File: src/rtl/rd_sched_block.sv
// Read-check scheduler: issues one Avalon-MM burst read per accepted command and
// strobes the command to the compare block one cycle before that burst's read.
package settings_pkg;
   localparam int unsigned CMP_ADDR_W  = 31;
   localparam int unsigned CMP_BURST_W = 11;

   typedef struct packed {
      logic [CMP_ADDR_W-1:0]  word_addr;
      logic [CMP_BURST_W-1:0] word_count;
      logic [31:0]            mask;
      logic [31:0]            pattern;
   } cmp_struct_t;
endpackage

module rd_sched_block #(
   parameter int unsigned ADDR_W   = 31,
   parameter int unsigned BURST_W  = 11,
   parameter int unsigned MAX_PKTS = 2
) (
   input  logic                      clk_i,
   input  logic                      rst_n_i,
   input  logic                      start_test_i,
   input  logic                      error_check_i,
   input  logic                      cmd_valid_i,
   output logic                      cmd_ready_o,
   input  settings_pkg::cmp_struct_t cmd_pkt_i,
   output logic                      cmp_pkt_en_o,
   output settings_pkg::cmp_struct_t cmp_pkt_o,
   output logic                      amm_read_o,
   output logic [ADDR_W-1:0]         amm_address_o,
   output logic [BURST_W-1:0]        amm_burstcount_o,
   input  logic                      amm_waitrequest_i,
   input  logic                      amm_readdatavalid_i,
   output logic                      busy_o
);

   typedef enum logic [1:0] {IDLE, LOAD, ISSUE, DRAIN} state_t;

   state_t             state;
   state_t             state_nx;
   logic [1:0]         pkt_cnt;
   logic [1:0]         pkt_cnt_nx;
   logic               stop_flg;
   logic               stop_nx;
   logic [15:0]        rem_cnt;
   logic [15:0]        rem_nx;
   logic [BURST_W-1:0] fifo [2];
   logic               wr_ptr;
   logic               rd_ptr;
   logic               accept;
   logic               push;
   logic               pop;

   function automatic logic [15:0] ext(input logic [BURST_W-1:0] wc);
      return 16'(wc);
   endfunction

   always_ff @(posedge clk_i) begin
      if (!rst_n_i) state <= IDLE;
      else          state <= state_nx;
   end

   always_comb begin
      state_nx = state;
      unique case (state)
         IDLE: begin
            if (stop_flg && (pkt_cnt != 2'd0))
               state_nx = DRAIN;
            else if (accept && (cmd_pkt_i.word_count != '0))
               state_nx = LOAD;
         end
         LOAD:  state_nx = ISSUE;
         ISSUE: begin
            if (!amm_waitrequest_i)
               state_nx = stop_flg ? DRAIN : IDLE;
         end
         DRAIN: begin
            if (pkt_cnt == 2'd0)
               state_nx = IDLE;
         end
         default: state_nx = IDLE;
      endcase
   end

   always_comb begin
      cmp_pkt_en_o = (state == LOAD);
      amm_read_o   = (state == ISSUE);
   end

   always_comb begin
      accept = cmd_ready_o && cmd_valid_i;
      push   = (state == LOAD);
      pop    = amm_readdatavalid_i && (pkt_cnt != 2'd0) && (rem_cnt == 16'd1);

      stop_nx = stop_flg;
      if (start_test_i)       stop_nx = 1'b0;
      else if (error_check_i) stop_nx = 1'b1;

      pkt_cnt_nx = pkt_cnt;
      if (push && !pop)      pkt_cnt_nx = pkt_cnt + 2'd1;
      else if (pop && !push) pkt_cnt_nx = pkt_cnt - 2'd1;

      // rem_cnt always tracks the oldest outstanding burst; a pop hands over to
      // the queued entry, or to the burst being pushed when the queue empties.
      rem_nx = rem_cnt;
      if (pop) begin
         if (pkt_cnt == 2'd2) rem_nx = ext(fifo[~rd_ptr]);
         else if (push)       rem_nx = ext(cmp_pkt_o.word_count);
         else                 rem_nx = '0;
      end else if (push && (pkt_cnt == 2'd0)) begin
         rem_nx = ext(cmp_pkt_o.word_count);
      end else if (amm_readdatavalid_i && (pkt_cnt != 2'd0)) begin
         rem_nx = rem_cnt - 16'd1;
      end
   end

   always_ff @(posedge clk_i) begin
      if (!rst_n_i) begin
         stop_flg         <= 1'b0;
         pkt_cnt          <= '0;
         rem_cnt          <= '0;
         wr_ptr           <= 1'b0;
         rd_ptr           <= 1'b0;
         cmp_pkt_o        <= '0;
         amm_address_o    <= '0;
         amm_burstcount_o <= '0;
         cmd_ready_o      <= 1'b0;
         busy_o           <= 1'b0;
      end else begin
         stop_flg <= stop_nx;
         pkt_cnt  <= pkt_cnt_nx;
         rem_cnt  <= rem_nx;
         if (push) wr_ptr <= ~wr_ptr;
         if (pop)  rd_ptr <= ~rd_ptr;
         if (accept && (cmd_pkt_i.word_count != '0))
            cmp_pkt_o <= cmd_pkt_i;
         if (state == LOAD) begin
            amm_address_o    <= cmp_pkt_o.word_addr;
            amm_burstcount_o <= cmp_pkt_o.word_count;
         end
         // Decoded from next-state values so both flags are clean flop outputs.
         cmd_ready_o <= (state_nx == IDLE) && (32'(pkt_cnt_nx) < MAX_PKTS) && !stop_nx;
         busy_o      <= (state_nx != IDLE) || (pkt_cnt_nx != 2'd0);
      end
   end

   always_ff @(posedge clk_i) begin
      if (push) fifo[wr_ptr] <= cmp_pkt_o.word_count;
   end

endmodule
File: config.mk
export PLATFORM = sky130hd
export DESIGN_NAME = rd_sched_block
export DESIGN_NICKNAME = d
export VERILOG_FILES = /design/src/rtl/rd_sched_block.sv
export SDC_FILE = /design/constraint.sdc
export NUM_CORES = 1
export LEC_CHECK = 0
export CORE_ASPECT_RATIO = 1.25
export CORE_MARGIN = 4
export CORE_UTILIZATION = 46
export CTS_BUF_LIST = sky130_fd_sc_hd__clkbuf_8
export CTS_CLUSTER_DIAMETER = 100
export DETAILED_ROUTE_END_ITERATION = 10
export PLACE_DENSITY = 0.93
export SYNTH_ARGS = -nofsm -noshare
export SYNTH_HDL_FRONTEND = slang
export SYNTH_SLANG_ARGS = --single-unit
File: constraint.sdc
create_clock -name clk_i -period 2.38 [get_ports clk_i]
set_input_delay 0.238 -clock clk_i [delete_from_list [all_inputs] [get_ports clk_i]]
set_output_delay 0.238 -clock clk_i [all_outputs]
set_load 0.005 [all_outputs]
Yosys cells after proc, flatten, opt, wreduce, memory -nomap -nowiden:

Memory sizes are Yosys's and may differ from the RTL's.
Cells that the tools add are included.

* latch bits: 0
* ROM bits: 0
* output and inout bits: 152
* register bits: 173
* word-level logic and storage cells: 65
* RAM bits: 22
* bits of input ports: 113
* memories kept: 1

* shift-type cells: 0
* divide/modulo/power cells: 0
* reductions and logical operators: 22
* multiplexer cells: 17
* bitwise operators: 2
* order comparisons: 1
* equality and inequality tests: 5
* add/subtract/negate cells: 3
* multipliers: 0

Memories
* fifo: depth 2, width 11, read ports 1, clocked after memory_dff 0, wr ports 1, RTL line 47 `logic [BURST_W-1:0] fifo [2];`

Operators by type and width (count)
* $mux 16: 3
* $mux 11: 2
* $eq 16x1->1 const B: 1
* $sub 16x1->16 const B: 1
* $mux 2: 7
* $reduce_bool 11->1: 1
* $logic_and 1x1->1: 10
* $pmux 2 s4: 1
* $eq 2x2->1 const B: 3
* $logic_not 2->1: 3
* $reduce_bool 2->1: 3
* $mux 1: 4
* $logic_not 1->1: 3
* $reduce_bool 3->1: 1
* $add 2x1->2 const B: 1
* $eq 2x1->1 const B: 1
* $lt 2x2->1 const B: 1
* $not 1->1: 2
* $sub 2x1->2 const B: 1
* $logic_or 1x1->1: 1

Longest topological paths before layout:

Gate-level depths: netlist of run 1.

* word-level depth: 9
* depth in mapped cells: 11
* depth with buffers taken out: 7

Least setup slack after synthesis of run 1:

No wires, ideal clock.

* kind: flip-flop to flip-flop
* start point: reg state[0]
* end point: mem fifo[1][0], enable pin
* arrival: 1.810 ns
* setup slack: 0.221 ns
* cell stages (with the launch flop): 8
* buffers on the path: 4
* period minus slack after synthesis: 2.159 ns
* setup time: 0.349 ns
* cells stage by stage: dfxtp_1 -> clkbuf_1 -> nand2b_1 -> buf_2 -> inv_2 -> clkbuf_1 -> buf_1 -> and2_1

* longest elaborated chain between the ends: 3

RTL lines
* start, declared: RTL line 39 `state_t state;`
* start signal, assigned: RTL line 60 `else state <= state_nx;`
* $eq 2x1->1
* via cmp_pkt_en_o: RTL line 27 `output logic cmp_pkt_en_o,`
* $mux 1: RTL line 148 `if (push) fifo[wr_ptr] <= cmp_pkt_o.word_count;`
* $mux 1 (not written as such): RTL line 148
* end, declared: RTL line 47

The timed path passes the listed nets, and every way through them passes these cells.

Worst setup path in the final report of run 1:

* start point: reg pkt_cnt[1]
* end point: reg rd_ptr

* longest elaborated chain between the ends: 3

RTL lines
* start, declared: RTL line 41 `logic [1:0] pkt_cnt;`
* start signal, assigned: RTL line 131 `pkt_cnt <= pkt_cnt_nx;`
* $reduce_bool 2->1: RTL line 93 `pop = amm_readdatavalid_i && (pkt_cnt != 2'd0) && (rem_cnt == 16'd1);`
* $logic_and 1x1->1 (2 in a row): RTL line 93
* end signal, assigned: RTL line 134 `if (pop) rd_ptr <= ~rd_ptr;`
* end, declared: RTL line 49 `logic rd_ptr;`

No other way between the ends.
A chain may end at the register's enable or synchronous reset.

==> flow_summary.ini, run 1 <==
[final_layout]
final_nets = 1263
layout_common_cells = nand2_1, clkdlybuf4s50_1, dfxtp_1, a21oi_1, buf_4
area_growth_syn_to_layout_pct = 44.3
layout_commonest_cell = nand2_1
diodes = 0
fin_cells = 1371
drive_gt1_share_pct = 6.73

[clock_tree]
cts_setup_buffers = 0
cts_max_level = 4
cts_tree = yes
cts_made_buffers = 17
clock_path_buffers = 2
clkSinkCount = 195
cts_resized = 0
clkLatencyLatePin_ns = 0.46
cts_root_buf = clkbuf_8
cts_hold_buf = 0
cts.clk_slew.worst_paths_ns = 0.09

[min_path]
holdPathStages = 3
hold_class = primary input to register
min_to = cmp_pkt_o[7]
hold_start = cmd_pkt_i[7]

[yosys]
syn_avg_cell_area_sq_um = 8.31
synth_xor_area_share_pct = 1.64
yosysUniqueCellTypes = 50
yosys_warnings = 0
synth-simple-area-share_pct = 20.8
synthFlopType = dfxtp_1
synth_mux_area_share_pct = 1.66
synth_top_family_by_area = simple AND/OR/NAND/NOR gates
netlist_instances = 898
synth_compound_area_share_pct = 16.1
ys_ff_latch = 195
seq_area_frac_synth_pct = 55.3
synthesis.nets = 1015
synth.cell_area_sq_um = 7460
async_flop_share_pct = 0
synth_edf_count = 22
synth-adder-area-share_pct = 0.671

[grt]
grt_pass1_vias = 7071
grt_pass1_wl_microns = 35700
track_usage_pct = 24.7
overflow = 0
grt_max_degree = 67
antenna_found_initial = 0

[floorplanning]
die_width_microns = 122
fp.dieArea_sq_um = 18300
initial_core_util_pct = 47.3
num_rows = 51
die_h_microns = 150
io_pins = 265
core_area_sq_um = 15800

[worst_setup_path]
rr_endpoint = rd_ptr
worstRegToRegCells = 8
worstPathArrival_ns = 2.56
cp-start-kind = register
critPathCaptureType = register
regToRegStartpoint = pkt_cnt[1]
worst-r2r-setup-slack_ns = 0.14
path_class = register to register
cp_max_fo = 9
required_ns = 2.70

[drt]
wl_per_cell_microns = 16.7
routed_wl_microns = 22900
detail-route-antenna-nets = 0
route.detailed.drc = 0
vias_per_cell = 5.26
vias = 7211
first_pass_iters = 6
drt_iter0_drc = 381

[pwr]
irDropWorstVdd_v = 0.000438
leakage_nw = 3.71
powerDensity_nw_per_um2 = 616

[timing]
rsz0062_at_grt = no
tns_ns = 0
skew_ns = 0.0138
worst_pin_slew_ns = 1.04
hold_viol = 0
fin_ws_ns = 0.138
fmax_mhz = 446
slew_violations = 0
period_share_pct = 94.2
setup_viol = 0
slew_headroom_pct = 30.2
final.min_clock_period_ns = 2.24

[flow_run]
drv_cap = 0

[placement]
buffer_ports.inserted = 264
dp_hpwl_microns = 16700
routabilityCongestion = 0.893
dpl.cell_count = 1339
dp_slack_ns = 0.164

[outcome]
run_status = complete, no violations
cells by family (layout without fill, tap and decap cells):
family                   count (synthesis)  after routing
AO/OA/AOI/OAI                          221            221
AND/OR/NAND/NOR                        382            382
flip-flops                             195            195
buffers and inverters                   71            332
XOR/XNOR                                14             14
adder cells (fa/ha/maj)                  4              4
multiplexers                            11             11
cell usage after synthesis (2+ instances only):
library cell	count	share of area (%)
inv_2	2	0.10
o22ai_1	2	0.17
nor2b_1	3	0.25
and2_1	2	0.17
clkbuf_1	50	2.5
a311oi_1	2	0.23
dfxtp_1	173	46
nor4_1	5	0.42
a211oi_1	2	0.20
nor3_1	8	0.54
buf_1	7	0.35
ha_1	4	0.67
a21oi_1	166	11
nor3b_1	2	0.20
o31ai_1	2	0.20
nand2b_1	2	0.17
o21ai_0	23	1.5
a221oi_1	2	0.23
buf_2	5	0.34
a211o_1	6	0.70
a31oi_1	6	0.50
mux2_2	11	1.7
o211ai_1	3	0.30
inv_1	5	0.25
xnor2_1	12	1.4
edfxtp_1	22	8.9
xor2_1	2	0.23
and3_1	2	0.17
nor2_1	20	1.0
nand2_1	319	16
nand3_1	8	0.54
or3_1	2	0.17
sequential cells by signal, summed over array words and instances, names as in the netlist, 2 cells and up:
register / cells
cmp_pkt_o: 106
amm_address_o: 31
fifo: 22
rem_cnt: 16
amm_burstcount_o: 11
pkt_cnt: 2
state: 2
how the worst max path moves through the flow:
stage | slack, ns | startpoint | end
after floorplan | 0.22 | state[0] | fifo[1][0]
after global placement | 0.19 | amm_readdatavalid_i | rd_ptr
after detailed placement | 0.16 | cmd_pkt_i[70] | cmp_pkt_o[49]
after CTS | 0.006 | state[0] | cmp_pkt_en_o
after global routing | 0.01 | pkt_cnt[0] | rd_ptr
final | 0.14 | pkt_cnt[1] | rd_ptr
worst max-delay path: stages, from the launching register on:
cell	delay [ns]
dfxtp_1	0.37
inv_1	0.07
ha_1	0.30
nor2b_1	0.20
and4_1	0.38
and2_1	0.41
buf_4	0.22
xnor2_1	0.11
nor2_1	0.06
through the flow:
step / hold slack, ns / power (W) / utilization, % / cell area, sq um
final: 0.320 / 0.00664 / 68.3 / 10800
after global routing: 0.294 / 0.00691 / 68.3 / 10800
after CTS: 0.284 / 0.00667 / 68.3 / 10800
after detailed placement: 0.446 / 0.00471 / 66.0 / 10400
after global placement: 0.441 / 0.00468 / 66.0 / 10400
after floorplan: 0.374 / 0.00414 / - / 7460
metal layers:
layer / wire, microns / track usage [%] / up-vias / share of wire (%)
met2: 11900 / 44.4 / 311 / 52
met5: 0 / 0 / - / 0
li1: - / - / 3498 / -
met3: 1680 / 7.44 / 61 / 7.3
met1: 8360 / 26.7 / 3341 / 37
met4: 907 / 10.5 / 0 / 4.0
final cells by class:
| class | count | area (sq um) |
|---|---|---|
| clock buffers | 19 | 262 |
| clock inverters | 13 | 96.3 |
| fillers | 1223 | 4990 |
| inverters | 7 | 31.3 |
| multi-input cells | 632 | 3080 |
| flip-flops and latches | 195 | 4130 |
| well taps | 212 | 265 |
| repair buffers | 293 | 2910 |
report_power, final:
group          total, W  internal, W  switching [W]
sequential      0.00356      0.00345       0.000107
combinational   0.00109     0.000578       0.000513
clock           0.00199     0.000868        0.00112
Note: power is estimated with default switching activity, not from simulation.
==> run 2: changes to the inputs <==
- GPL_ROUTABILITY_DRIVEN: default -> 0
- MAX_ROUTING_LAYER: default -> met4
==> flow_summary.ini, run 2 (synthesized netlist as in run 1, its figures left out) <==
[timing]
slew_headroom_pct = 29.0
skew_ns = 0.0147
fmax_mhz = 445
setup_viol = 0
period_share_pct = 94.3
final.min_clock_period_ns = 2.25
tns_ns = 0
worst_pin_slew_ns = 1.06
hold_viol = 0
slew_violations = 0
rsz0062_at_grt = no

[worst_setup_path]
cp-start-kind = register
path_class = register to output port
cp_cell_sequence = nand2b_2 -> inv_2 -> buf_4 -> clkdlybuf4s50_1
critPathCaptureType = output port
max_stage_delay_ns = 0.51
required_ns = 2.14
slowest_stage = clkdlybuf4s50_1
worstRegToRegCells = 6
worstPathArrival_ns = 2.01
cp_max_fo = 11

[pwr]
clkPwrFrac_pct = 33.3
powerDensity_nw_per_um2 = 644
p_total_w = 0.00695
irDropWorstVdd_v = 0.000514
power_frac_seq_pct = 51.2
leakage_nw = 3.69
swShare_pct = 25.3
p_int_w = 0.00519
combPwrFrac_pct = 15.5
power_switching_w = 0.00176

[placement]
buffer_ports.inserted = 264
dp_hpwl_microns = 16300

[clock_tree]
cts_setup_buffers = 0
clock_path_buffers = 2
cts_root_buf = clkbuf_8
clkSinkCount = 195
cts_made_buffers = 17
cts.clk_slew.worst_paths_ns = 0.10
cts_tree = yes
cts_max_level = 4
clkLatencyLatePin_ns = 0.45

[grt]
grt_max_degree = 100
grt_pass1_wl_microns = 34600
overflow = 0
track_usage_pct = 24.8
grt_pass1_vias = 6858
antenna_found_initial = 0

[floorplanning]
die_h_microns = 150
core_area_sq_um = 15800
die_width_microns = 122
num_rows = 51
io_pins = 265
fp.dieArea_sq_um = 18300
initial_core_util_pct = 47.3

[final_layout]
reg.largest.list = cmp_pkt_o x106, amm_address_o x31, fifo x22
largest_reg_flops = 106
layout_common_cells = nand2_1, clkdlybuf4s50_1, dfxtp_1, a21oi_1, o21ai_0
layout_commonest_cell = nand2_1
final_nets = 1253
fillers = 1224
final-seq-area_sq_um = 4130
largest_register = cmp_pkt_o
area_growth_syn_to_layout_pct = 44.6
diodes = 0
drive_gt1_share_pct = 6.18
multi_input_area_sq_um = 3080

[min_path]
hold_class = primary input to register
holdPathStages = 3

[drt]
first_pass_iters = 5
wl_per_cell_microns = 16.7
vias = 7128
routed_wl_microns = 22800
detail-route-antenna-nets = 0
route.detailed.drc = 0
vias_per_cell = 5.24
drt_iter0_drc = 571

[flow_run]
drv_cap = 0

[outcome]
run_status = complete, no violations
==> run 2: cell count changes in the layout (fill, tap and decap cells not counted), sizes merged <==
| cell | before | now |
|---|---|---|
| buf | 29 | 19 |
| bufinv | 1 | 4 |
| inv | 14 | 12 |
| clkbuf | 19 | 18 |
==> run 2: worst max-delay path, delay by kind of cell (launching register included) <==
| family | cells | cell delay, ns |
|---|---|---|
| DFF | 1 | 0.39 |
| and+or+nand+nor | 1 | 0.23 |
| buffers and inverters | 3 | 0.94 |
==> run 2: metrics by stage <==
stage | area [sq um] | hold WS (ns) | setup slack (ns) | instances | util (%)
after detailed placement | 10400 | 0.446 | 0.0502 | 1329 | 65.7
after global routing | 10800 | 0.293 | 0.0178 | 1361 | 68.5
after global placement | 10400 | 0.440 | 0.131 | 1329 | 65.7
after CTS | 10800 | 0.288 | 0.0451 | 1361 | 68.4
after floorplan | 7460 | 0.374 | 0.221 | 898 | -
final | 10800 | 0.323 | 0.135 | 1361 | 68.5
==> run 2: routing by layer <==
| metal | vias up | wire length [microns] | GRT usage [%] |
|---|---|---|---|
| met5 | - | 0 | - |
| met3 | 69 | 1530 | 6.09 |
| met2 | 308 | 11700 | 43.1 |
| li1 | 3471 | - | - |
| met4 | 0 | 1060 | 11.0 |
| met1 | 3280 | 8460 | 26.7 |
==> run 2: power groups by stage <==
stage               sequential (W)  combinational (W)  clock, W
floorplan                  0.00361           0.000524         0
global placement           0.00362            0.00105         0
detailed placement         0.00363            0.00107         0
CTS                        0.00355            0.00108   0.00236
global route               0.00357            0.00117   0.00248
finish                     0.00356            0.00108   0.00231
==> run 2: layout make-up <==
cell class | count | share of cell area (%)
clock buffer | 18 | 2.30
clock inverter | 14 | 1.69
inverter | 7 | 0.267
multi-input combinational | 632 | 28.5
sequential | 195 | 38.2
tap | 212 | 2.46
timing repair buffer | 283 | 26.5
==> run 2: path summary, 6_finish.rpt <==
check | start | endpoint | slack, ns
setup / recovery | state[1] | cmp_pkt_en_o | 0.13
hold / removal | cmd_pkt_i[25] | cmp_pkt_o[25] | 0.32
setup reg to reg | rem_cnt[0] | busy_o | 0.15
hold reg to reg | cmp_pkt_o[45] | cmp_pkt_o[45] | 0.46
==> run 2: timing repair <==
| action | 4_1_cts | 5_1_grt |
|---|---|---|
| hold endpoints to repair | 0 | 0 |
| resized for setup | 0 | 1 |
| hold buffers | 0 | 0 |
| endpoints found under the setup margin | 0 | 1 |
